--- src/rtl/cbb_rs_pkg.sv ---
// Shared constants and helpers for the cbb_rs register-slice family.
// Holds the stage-count limit, the statistics counter width and a popcount helper.
package cbb_rs_pkg;

    localparam int unsigned CBB_RS_MAX_STAGES = 8;
    localparam int unsigned CBB_RS_STAT_W     = 32;

    // Counts set bits of a stage-valid vector padded out to the stage limit.
    function automatic int unsigned cbb_rs_popcount(
        input logic [CBB_RS_MAX_STAGES-1:0] vec
    );
        int unsigned cnt;
        cnt = 0;
        for (int i = 0; i < CBB_RS_MAX_STAGES; i++) begin
            cnt = cnt + int'(vec[i]);
        end
        return cnt;
    endfunction

endpackage

--- src/rtl/cbb_rs_fwd_stage.sv ---
// One forward register stage: a single valid/data flop pair with a
// bubble-collapsing ready (ready whenever empty or downstream is ready).
module cbb_rs_fwd_stage
    import cbb_rs_pkg::*;
#(
    parameter int unsigned P_DATA_WIDTH = 64
) (
    input  logic                    i_clk,
    input  logic                    i_rstn,
    input  logic                    up_valid_i,
    input  logic [P_DATA_WIDTH-1:0] up_data_i,
    output logic                    up_ready_o,
    output logic                    dn_valid_o,
    output logic [P_DATA_WIDTH-1:0] dn_data_o,
    input  logic                    dn_ready_i
);

    // Handshake: a beat moves across a port on a rising edge where valid and
    // ready are both high; a producer holds valid/data until that happens.
    logic                    vld_q;
    logic                    vld_d;
    logic [P_DATA_WIDTH-1:0] dat_q;
    logic [P_DATA_WIDTH-1:0] dat_d;

    assign up_ready_o = dn_ready_i | ~vld_q;

    // Data only loads on a real upstream beat so an emptied stage keeps its last payload.
    always_comb begin
        vld_d = vld_q;
        dat_d = dat_q;
        if (up_ready_o) begin
            vld_d = up_valid_i;
            if (up_valid_i) begin
                dat_d = up_data_i;
            end
        end
    end

    always_ff @(posedge i_clk or negedge i_rstn) begin
        if (!i_rstn) begin
            vld_q <= 1'b0;
            dat_q <= '0;
        end else begin
            vld_q <= vld_d;
            dat_q <= dat_d;
        end
    end

    assign dn_valid_o = vld_q;
    assign dn_data_o  = dat_q;

endmodule

--- src/rtl/cbb_rs_forward.sv ---
// Cascaded forward register slice: P_STAGES registered valid/data stages with a
// combinational bubble-collapsing ready chain. Optional macro CBB_RS_FWD_STAT_EN adds o_xfer_cnt.
module cbb_rs_forward
    import cbb_rs_pkg::*;
#(
    parameter int unsigned P_DATA_WIDTH = 64,
    parameter int unsigned P_STAGES     = 2
) (
    input  logic                             i_clk,
    input  logic                             i_rstn,
    input  logic                             slv_i_valid,
    input  logic [P_DATA_WIDTH-1:0]          slv_i_data,
    output logic                             slv_o_ready,
    output logic                             mst_o_valid,
    output logic [P_DATA_WIDTH-1:0]          mst_o_data,
    input  logic                             mst_i_ready,
    output logic [$clog2(P_STAGES+1)-1:0]    o_occupancy
`ifdef CBB_RS_FWD_STAT_EN
    ,
    output logic [CBB_RS_STAT_W-1:0]         o_xfer_cnt
`endif
);

    localparam int unsigned OCC_W = $clog2(P_STAGES + 1);

    logic [P_STAGES-1:0]          vld_vec;
    logic [CBB_RS_MAX_STAGES-1:0] vld_ext;

    // Each stage keeps its own link signals; neighbours are reached by index so
    // the ready chain never folds back onto a single shared vector.
    for (genvar k = 0; k < P_STAGES; k++) begin : g_stage
        logic                    up_vld;
        logic [P_DATA_WIDTH-1:0] up_dat;
        logic                    up_rdy;
        logic                    dn_rdy;
        logic                    vld;
        logic [P_DATA_WIDTH-1:0] dat;

        if (k == 0) begin : g_head
            assign up_vld = slv_i_valid;
            assign up_dat = slv_i_data;
        end else begin : g_link
            assign up_vld = g_stage[k-1].vld;
            assign up_dat = g_stage[k-1].dat;
        end

        if (k == P_STAGES - 1) begin : g_tail
            assign dn_rdy = mst_i_ready;
        end else begin : g_chain
            assign dn_rdy = g_stage[k+1].up_rdy;
        end

        cbb_rs_fwd_stage #(
            .P_DATA_WIDTH (P_DATA_WIDTH)
        ) u_stage (
            .i_clk      (i_clk),
            .i_rstn     (i_rstn),
            .up_valid_i (up_vld),
            .up_data_i  (up_dat),
            .up_ready_o (up_rdy),
            .dn_valid_o (vld),
            .dn_data_o  (dat),
            .dn_ready_i (dn_rdy)
        );

        assign vld_vec[k] = vld;
    end

    assign slv_o_ready = g_stage[0].up_rdy;
    assign mst_o_valid = g_stage[P_STAGES-1].vld;
    assign mst_o_data  = g_stage[P_STAGES-1].dat;

    // Occupancy is a pure function of the stage valid flops.
    always_comb begin
        vld_ext                = '0;
        vld_ext[P_STAGES-1:0]  = vld_vec;
    end

    assign o_occupancy = OCC_W'(cbb_rs_popcount(vld_ext));

`ifdef CBB_RS_FWD_STAT_EN
    logic [CBB_RS_STAT_W-1:0] xfer_cnt_q;
    logic [CBB_RS_STAT_W-1:0] xfer_cnt_d;

    // Counts downstream beats; wraps naturally at the counter width.
    always_comb begin
        xfer_cnt_d = xfer_cnt_q;
        if (mst_o_valid && mst_i_ready) begin
            xfer_cnt_d = xfer_cnt_q + 1'b1;
        end
    end

    always_ff @(posedge i_clk or negedge i_rstn) begin
        if (!i_rstn) begin
            xfer_cnt_q <= '0;
        end else begin
            xfer_cnt_q <= xfer_cnt_d;
        end
    end

    assign o_xfer_cnt = xfer_cnt_q;
`endif

endmodule

--- config.mk ---
export PLATFORM = sky130hd
export DESIGN_NAME = cbb_rs_forward
export DESIGN_NICKNAME = d
export VERILOG_FILES = /design/src/rtl/cbb_rs_pkg.sv /design/src/rtl/cbb_rs_fwd_stage.sv /design/src/rtl/cbb_rs_forward.sv
export SDC_FILE = /design/constraint.sdc
export NUM_CORES = 1
export LEC_CHECK = 0
export BUFFER_PORTS_ARGS = -buffer_cell sky130_fd_sc_hd__buf_4
export CAP_MARGIN = 40
export CORE_UTILIZATION = 52
export CTS_CLUSTER_DIAMETER = 40
export DETAILED_ROUTE_END_ITERATION = 16
export PLACE_DENSITY = 0.87
export SLEW_MARGIN = 20
export SYNTH_ARGS = -nofsm -noshare
export SYNTH_HDL_FRONTEND = slang
export SYNTH_SLANG_ARGS = --single-unit
--- constraint.sdc ---
create_clock -name i_clk -period 1.75 [get_ports i_clk]
set_clock_uncertainty 0.1 [all_clocks]
set_input_delay 0.2625 -clock i_clk [delete_from_list [all_inputs] [get_ports i_clk]]
set_output_delay 0.2625 -clock i_clk [all_outputs]
set_load 0.03 [all_outputs]
======== Yosys cells after proc, flatten, opt, wreduce, memory -nomap -nowiden ========
Cells that the tools add are included.
W data, S select, Z words.
word-level totals
  bits in registers ....................... 130
  bits in latches ......................... 0
  RAM bits ................................ 0
  memory bits (read-only) ................. 0
  input port bits ......................... 68
  output and inout bits ................... 68
  logic and storage cells ................. 11
  memories kept ........................... 0
cells by class
  add/sub/neg operators ................... 1
  multiply operators ...................... 0
  divide/modulo/power cells ............... 0
  $lt $le $gt $ge ......................... 0
  eq/ne operators ......................... 0
  shift-type cells ........................ 0
  muxes and demuxes ....................... 0
  bitwise gates (word level) .............. 4
  reductions and logical operators ........ 2
operators with widths
  operator           count
  $reduce_and A2 Y1  2
  $add A1 B1 Y2      1
  $not A1 Y1         2
  $or A1 B1 Y1       2

======== Longest topological paths before layout ========
Gate-level depths: netlist of the first run.
  depth in word-level cells ............... 4
  mapped depth ............................ 4
  mapped depth without buffers ............ 3

======== Modules after synthesis ========
A second synthesis of the first run with hierarchy kept.
unflattened totals
  cells, all modules ...................... 277
  area, all modules ....................... 5,355.1 sq um
modules (own cells, without submodules)
  module            times used  cells an instance  area each (sq um)  seq. area each (sq um)
  cbb_rs_fwd_stage  2           138                2,671.3            1,626.6
  cbb_rs_forward    1           1                  12.5               0.0

======== Worst setup path after synthesis of the first run ========
Ideal clock, no wire load.
  path type ............................... register -> register
  from .................................... register g_stage[1].u_stage.vld_q
  to ...................................... register g_stage[0].u_stage.dat_q[10]
  library setup time ...................... 0.125 ns
  data arrival time ....................... 1.429 ns
  data required time ...................... 1.525 ns
  path slack .............................. 0.096 ns
  stages on the path, launching flop included .. 5
  path buffers ............................ 1
  period minus slack after synthesis ...... 1.654 ns
  path through ............................ dfrtp_1 > nand3b_4 > nand2_8 > buf_12 > mux2_4
between the ends
  cells in the longest elaborated chain, start to end .. 4
RTL lines
  what                                line                    RTL
  start: declaration                  cbb_rs_fwd_stage.sv:20  logic vld_q;
  start signal: assignment            cbb_rs_fwd_stage.sv:44  vld_q <= vld_d;
  $not A1 Y1                          cbb_rs_fwd_stage.sv:25  assign up_ready_o = dn_ready_i | ~vld_q;
  $or A1 B1 Y1 (2 in series)          cbb_rs_fwd_stage.sv:25
  net slv_o_ready                     cbb_rs_forward.sv:13    output logic slv_o_ready,
  $reduce_and A2 Y1 (no source line)  --
  end signal: assignment              cbb_rs_fwd_stage.sv:45  dat_q <= dat_d;
  end: declaration                    cbb_rs_fwd_stage.sv:22  logic [P_DATA_WIDTH-1:0] dat_q;
The timed path passes the listed nets, and every way through them passes these cells.
A chain may end at the register's enable or synchronous reset.

======== Worst setup path in the final report of the first run ========
  from .................................... register g_stage[0].u_stage.vld_q
  to ...................................... output port o_occupancy[0]
between the ends
  cells in the longest elaborated chain, start to end .. 1
RTL lines
  what                      line                    RTL
  start: declaration        cbb_rs_fwd_stage.sv:20
  start signal: assignment  cbb_rs_fwd_stage.sv:44
  $add A1 B1 Y2             cbb_rs_pkg.sv:15        cnt = cnt + int'(vec[i]);
  end: declaration          cbb_rs_forward.sv:17    output logic [$clog2(P_STAGES+1)-1:0] o_occupancy
No other way between the ends.

==> out/qor.txt, run 1 <==
CTS H-tree depth: 4
CP startpoint kind: flop
antenna viol nets, final: 0
dpl ws: 0.1870 ns
f_max: 583.2 MHz
Syn Nets: 346
#FFs+latches synth: 130
mean routed wirelength per cell: 17.63 um
crit-path cells: ha_4 -> buf_6
Int Pwr: 0.007230 W
Critical Path Fanout Max: 3
Root Driver: clkbuf_8
post-synthesis cell type count: 11
Via Count: 3164
measured slew at the worst slew-check pin: 0.4405 ns
yosys warns: 0
Rows: 36
hpwl dp: 6.617 mm
Vias/cell: 4.913
RSZ-0062 raised after global routing: true
Total GRT Usage: 23.65%
CTS tree: done
Logic pwr share: 27.8%
Layout Cells excl Fill: 644
sequential share of the synthesized area: 62.67%
Die H: 101.9 um
Net Sw Frac: 29.42%
total negative slack: 0 ns
Req. time, crit path: 1.39 ns
mapped cell area: 5191 um2
slowest CP cell: dfrtp_2
Finished Core Util: 78.70%
Core Box Area: 9729 um2
crit-path leading delay family: flip-flops
# IOs: 136
DP Cell Count: 544
Critical Path AT: 1.35 ns
Leakage: 3.669 nW
net switching power: 0.003014 W
final hold violations: 0
largest net degree at the start of global routing: 37
max cap viols: 0
Worst setup EP type: primary output
First-pass DRT Iterations: 4
antenna diode count: 0
Final Hold Slack: 0.1396 ns
# port buffers: 135
vias in the first global route: 3468
# setup viols final: 0
Worst Hold Class: input port to asynchronous set/reset pin
Starting Density: 53.36%
buffer and inverter count on the worst path: 1
deepest clock path buffer count: 2
Slew headroom: 70.63%
pwr/cell area: 1338 nW/um2
Sequential Power Share: 39.0%
first-pass GRT wire length: 17.64 mm
final WL: 11.35 mm
total clock sinks: 130
CP max stage delay: 0.44 ns
number of DRC markers in iteration 0: 80
status: complete, no violations
share of cells above drive strength 1: 60.47%
die area: 10390 um2
clock share of power: 33.3%
crit path time final: 1.715 ns
DRC Markers: 0
Clk Latency, worst-skew pair: 0.52 ns
final worst slack: 0.03547 ns
CTS Buf Count: 17
period utilization: 97.97%
average size of a mapped cell: 18.74 um2
VDD IR max: 0.9690 mV
routability cong.: 0.6909
Reg clk slew, reported paths: 0.06 ns
Post-Syn Instances: 277
crit path kind: flop to primary output
Layout fillers: 545
Final Slew Violations: 0
Horiz. Die Dim: 101.9 um
area grow syn2layout: 47.51%
gr ovfl total: 0
initial antenna violation count: 0
nets: 569
-- per-stage QoR --
stage	cell area, um2	power [W]
4_1_cts	7634	0.01027
5_1_grt	7657	0.01068
6_report	7657	0.01024
3_3_place_gp	6366	0.006607
2_1_floorplan	5191	0.005662
3_5_place_dp	6366	0.006706
-- what timing repair did --
action	in CTS	in global routing
setup endpoints to repair	1	2
pin swaps	0	2
resized for setup	2	4
buffers inserted	3	0
hold endpoints to repair	196	0
hold buffers	67	0
-- state kept, by name, indices dropped and copies added (netlist names) --
register                    count
g_stage.u_stage.dn_valid_o      2
g_stage.u_stage.dn_data_o     128
-- routing by layer --
metal	wire length [um]	GRT usage [%]	vias up	part of all wire, %
li1	-	-	1427	-
met1	4495	26.83	1618	40
met2	6073	41.01	99	53
met3	611	8.687	20	5.4
met4	172	8.791	0	1.5
met5	0	0	-	0
-- power by group through the flow --
stage,registers [W],clock network [W],logic (W)
2_1_floorplan,0.00474,0,0.000925
3_3_place_gp,0.00398,0,0.00263
3_5_place_dp,0.00402,0,0.00269
4_1_cts,0.00398,0.00345,0.00284
5_1_grt,0.00406,0.00362,0.00300
6_report,0.00399,0.00341,0.00284
-- cell type report --
| type | count | area (um2) | share of cell area [%] |
|---|---|---|---|
| clock buffer | 25 | 494.2 | 6.454 |
| clock inverter | 5 | 75.07 | 0.9804 |
| multi-input combinational | 135 | 1763 | 23.02 |
| sequential | 130 | 3254 | 42.50 |
| tap | 133 | 166.4 | 2.173 |
| timing repair buffer | 216 | 1904 | 24.87 |
-- cell families (layout without fill, tap and decap cells) --
group                      after synthesis  in the layout  share of synthesized area (%)
DFF                                    130            130                          62.67
muxes                                  128            128                          32.10
buffers and inverters                   12            246                          3.615
and+or+nand+nor                          6              6                          1.374
adders and majority gates                1              1                         0.2410
-- final timing paths --
kind                                                         startpoint                                            to  slack (ns)  depth (start not counted)
hold / removal                                                   i_rstn  g_stage[0].u_stage.dn_data_o[42]$_DFFE_PN0P_        0.14                          2
setup / recovery              g_stage[0].u_stage.dn_valid_o$_DFFE_PN0P_                                o_occupancy[0]        0.04                          2
setup reg to reg              g_stage[1].u_stage.dn_valid_o$_DFFE_PN0P_  g_stage[1].u_stage.dn_data_o[21]$_DFFE_PN0P_        0.11                          5
min in group i_clk         g_stage[0].u_stage.dn_data_o[50]$_DFFE_PN0P_  g_stage[1].u_stage.dn_data_o[50]$_DFFE_PN0P_        0.40                          1
hold reg to reg            g_stage[0].u_stage.dn_data_o[50]$_DFFE_PN0P_  g_stage[1].u_stage.dn_data_o[50]$_DFFE_PN0P_        0.40                          1
max in group asynchronous                                        i_rstn     g_stage[0].u_stage.dn_valid_o$_DFFE_PN0P_        0.86                          3
-- worst register-to-register path, cell delays in order, from the launching register on --
cell and delay, ns:
dfrtp_1 0.40, buf_6 0.14, nand2b_1 0.11, nand2_4 0.12, buf_12 0.23, mux2_2 0.41
-- cell usage in the layout (no fill, tap or decap), drive strengths merged --
cell type,netlist,routed
buf,12,149
dfrtp,130,130
mux2,128,128
dlygate4sd3,0,67
clkbuf,0,25
clkinv,0,3
nand2b,2,2
bufinv,0,2
nand2,2,2
nand3b,1,1
or2b,1,1
ha,1,1
-- cell usage after synthesis --
library cell | number | area (um2)
mux2_2 | 68 | 765.7
nand3b_4 | 1 | 20.02
nand2_4 | 1 | 11.26
buf_12 | 6 | 120.1
ha_1 | 1 | 12.51
nand2b_1 | 2 | 12.51
nand2_8 | 1 | 20.02
dfrtp_1 | 130 | 3253
mux2_4 | 60 | 900.9
or2b_1 | 1 | 7.510
buf_6 | 6 | 67.56
No activity file was read; power rests on OpenSTA's default activity.
==> run 2, diff against run 1 <==
SETUP_SLACK_MARGIN = 0.05   (was not set)
==> out/qor.txt, run 2 (same netlist as run 1, synthesis figures left out) <==
CTS Buf Count: 17 (unchanged)
max cap viols: 0 (unchanged)
Critical Path AT: 1.38 ns (+0.03 ns)
die area: 10390 um2 (unchanged)
max reg flops: 128 (unchanged)
dpl ws: 0.1870 ns (unchanged)
Critical Path Fanout Max: 3 (unchanged)
Core Box Area: 9729 um2 (unchanged)
CTS H-tree depth: 4 (unchanged)
R2R depth: 6 (+1)
initial antenna violation count: 0 (unchanged)
Rows: 36 (unchanged)
final WL: 11.94 mm (+5.1%)
VDD IR max: 0.9739 mV (+0.50%)
deepest clock path buffer count: 2 (unchanged)
Worst setup EP type: primary output
commonest non-fill, non-tap cell in the layout: buf_4
Slew headroom: 71.00% (+0.37 points)
Clk Latency, worst-skew pair: 0.52 ns (about the same)
Root Driver: clkbuf_8
Tot Pwr: 0.01031 W (+0.65%)
f_max: 575.3 MHz (-1.4%)
Vias/cell: 4.898 (-0.32%)
first-pass GRT wire length: 17.95 mm (+1.8%)
measured slew at the worst slew-check pin: 0.4350 ns (-0.005487 ns)
routability cong.: 0.6909 (unchanged)
final hold violations: 0 (unchanged)
CTS tree: done
# IOs: 136 (unchanged)
CP startpoint kind: flop
Worst Hold Class: input port to asynchronous set/reset pin
Total GRT Usage: 24.23% (+0.58 points)
vias in the first global route: 3461 (-0.20%)
Final Slew Violations: 0 (unchanged)
antenna viol nets, final: 0 (unchanged)
mean routed wirelength per cell: 18.25 um (+3.5%)
DRC Markers: 0 (unchanged)
Final Hold Slack: 0.1334 ns (-0.006206 ns)
final worst slack: 0.01191 ns (-0.02356 ns)
Layout fillers: 522 (-4.2%)
number of DRC markers in iteration 0: 102 (+28%)
Req. time, crit path: 1.39 ns (about the same)
# setup viols final: 0 (unchanged)
pwr/cell area: 1321 nW/um2 (-1.2%)
nets: 579 (+1.8%)
share of cells above drive strength 1: 61.42% (+0.95 points)
Leakage: 3.745 nW (+2.1%)
Die H: 101.9 um (unchanged)
First-pass DRT Iterations: 4 (unchanged)
period utilization: 99.32% (+1.3 points)
total clock sinks: 130 (unchanged)
Starting Density: 53.36% (unchanged)
crit path kind: flop to primary output
Reg clk slew, reported paths: 0.06 ns (about the same)
crit path time final: 1.738 ns (+0.02356 ns)
Horiz. Die Dim: 101.9 um (unchanged)
antenna diode count: 0 (unchanged)
RSZ-0062 raised after global routing: true
# port buffers: 135 (unchanged)
Via Count: 3203 (+1.2%)
largest net degree at the start of global routing: 37 (unchanged)
gr ovfl total: 0 (unchanged)
hpwl dp: 6.617 mm (unchanged)
commonest non-fill, non-tap cells in the layout: buf_4 (141), dfrtp_1 (128), mux2_2 (68)
status: complete, no violations
area grow syn2layout: 50.33%
-- run 2: stage by stage --
stage	utilization, %	instances	instance area (um2)	setup TNS, ns
after global placement	65.43	544	6366	0
after floorplan	-	277	5191	0
after CTS	78.91	645	7677	0
after global routing	80.21	654	7804	-0.03327
after detailed placement	65.43	544	6366	0
final	80.21	654	7804	0
-- run 2: metal layers --
metal	vias up	wire [um]	track usage (%)
met4	0	170	8.791
met3	16	594	8.687
li1	1446	-	-
met5	-	0	0
met1	1636	4768	26.86
met2	105	6403	42.98
-- run 2: where the power goes --
part           internal [W]  switching (W)
Combinational       0.00145        0.00146
Sequential          0.00363       0.000371
Clock               0.00219        0.00121
Total               0.00727        0.00304
-- run 2: what timing repair did --
action	CTS	global route
hold buffers	67	0
setup endpoints to repair	3	58
setup buffers	4	6
gates resized for setup	6	5
gates cloned	0	3
pin swaps	2	2
hold endpoints to repair	196	0
-- run 2: area by class of cell --
class | count | area [um2] | area share (%)
Clock buffer | 25 | 494.2 | 6.333
Multi-Input combinational cell | 136 | 1774 | 22.74
Tap cell | 133 | 166.4 | 2.132
Timing Repair Buffer | 225 | 2038 | 26.12
Clock inverter | 5 | 75.07 | 0.9620
Sequential cell | 130 | 3256 | 41.72
-- run 2: final timing paths --
check	start	end	slack (ns)
min in group i_clk	slv_i_data[5]	g_stage[0].u_stage.dn_data_o[5]$_DFFE_PN0P_	0.40
max in group asynchronous	i_rstn	g_stage[1].u_stage.dn_valid_o$_DFFE_PN0P_	0.87
worst max-delay path	g_stage[0].u_stage.dn_valid_o$_DFFE_PN0P_	o_occupancy[0]	0.01
worst min-delay path	i_rstn	g_stage[0].u_stage.dn_data_o[42]$_DFFE_PN0P_	0.13
worst min register to register	g_stage[1].u_stage.dn_data_o[57]$_DFFE_PN0P_	g_stage[1].u_stage.dn_data_o[57]$_DFFE_PN0P_	0.41
worst max register to register	g_stage[0].u_stage.dn_valid_o$_DFFE_PN0P_	g_stage[0].u_stage.dn_data_o[16]$_DFFE_PN0P_	0.11
-- run 2: worst max-delay path, cell delays in order (launching register included) --
cell     delay, ns
dfrtp_2       0.45
ha_4          0.28
buf_6         0.12
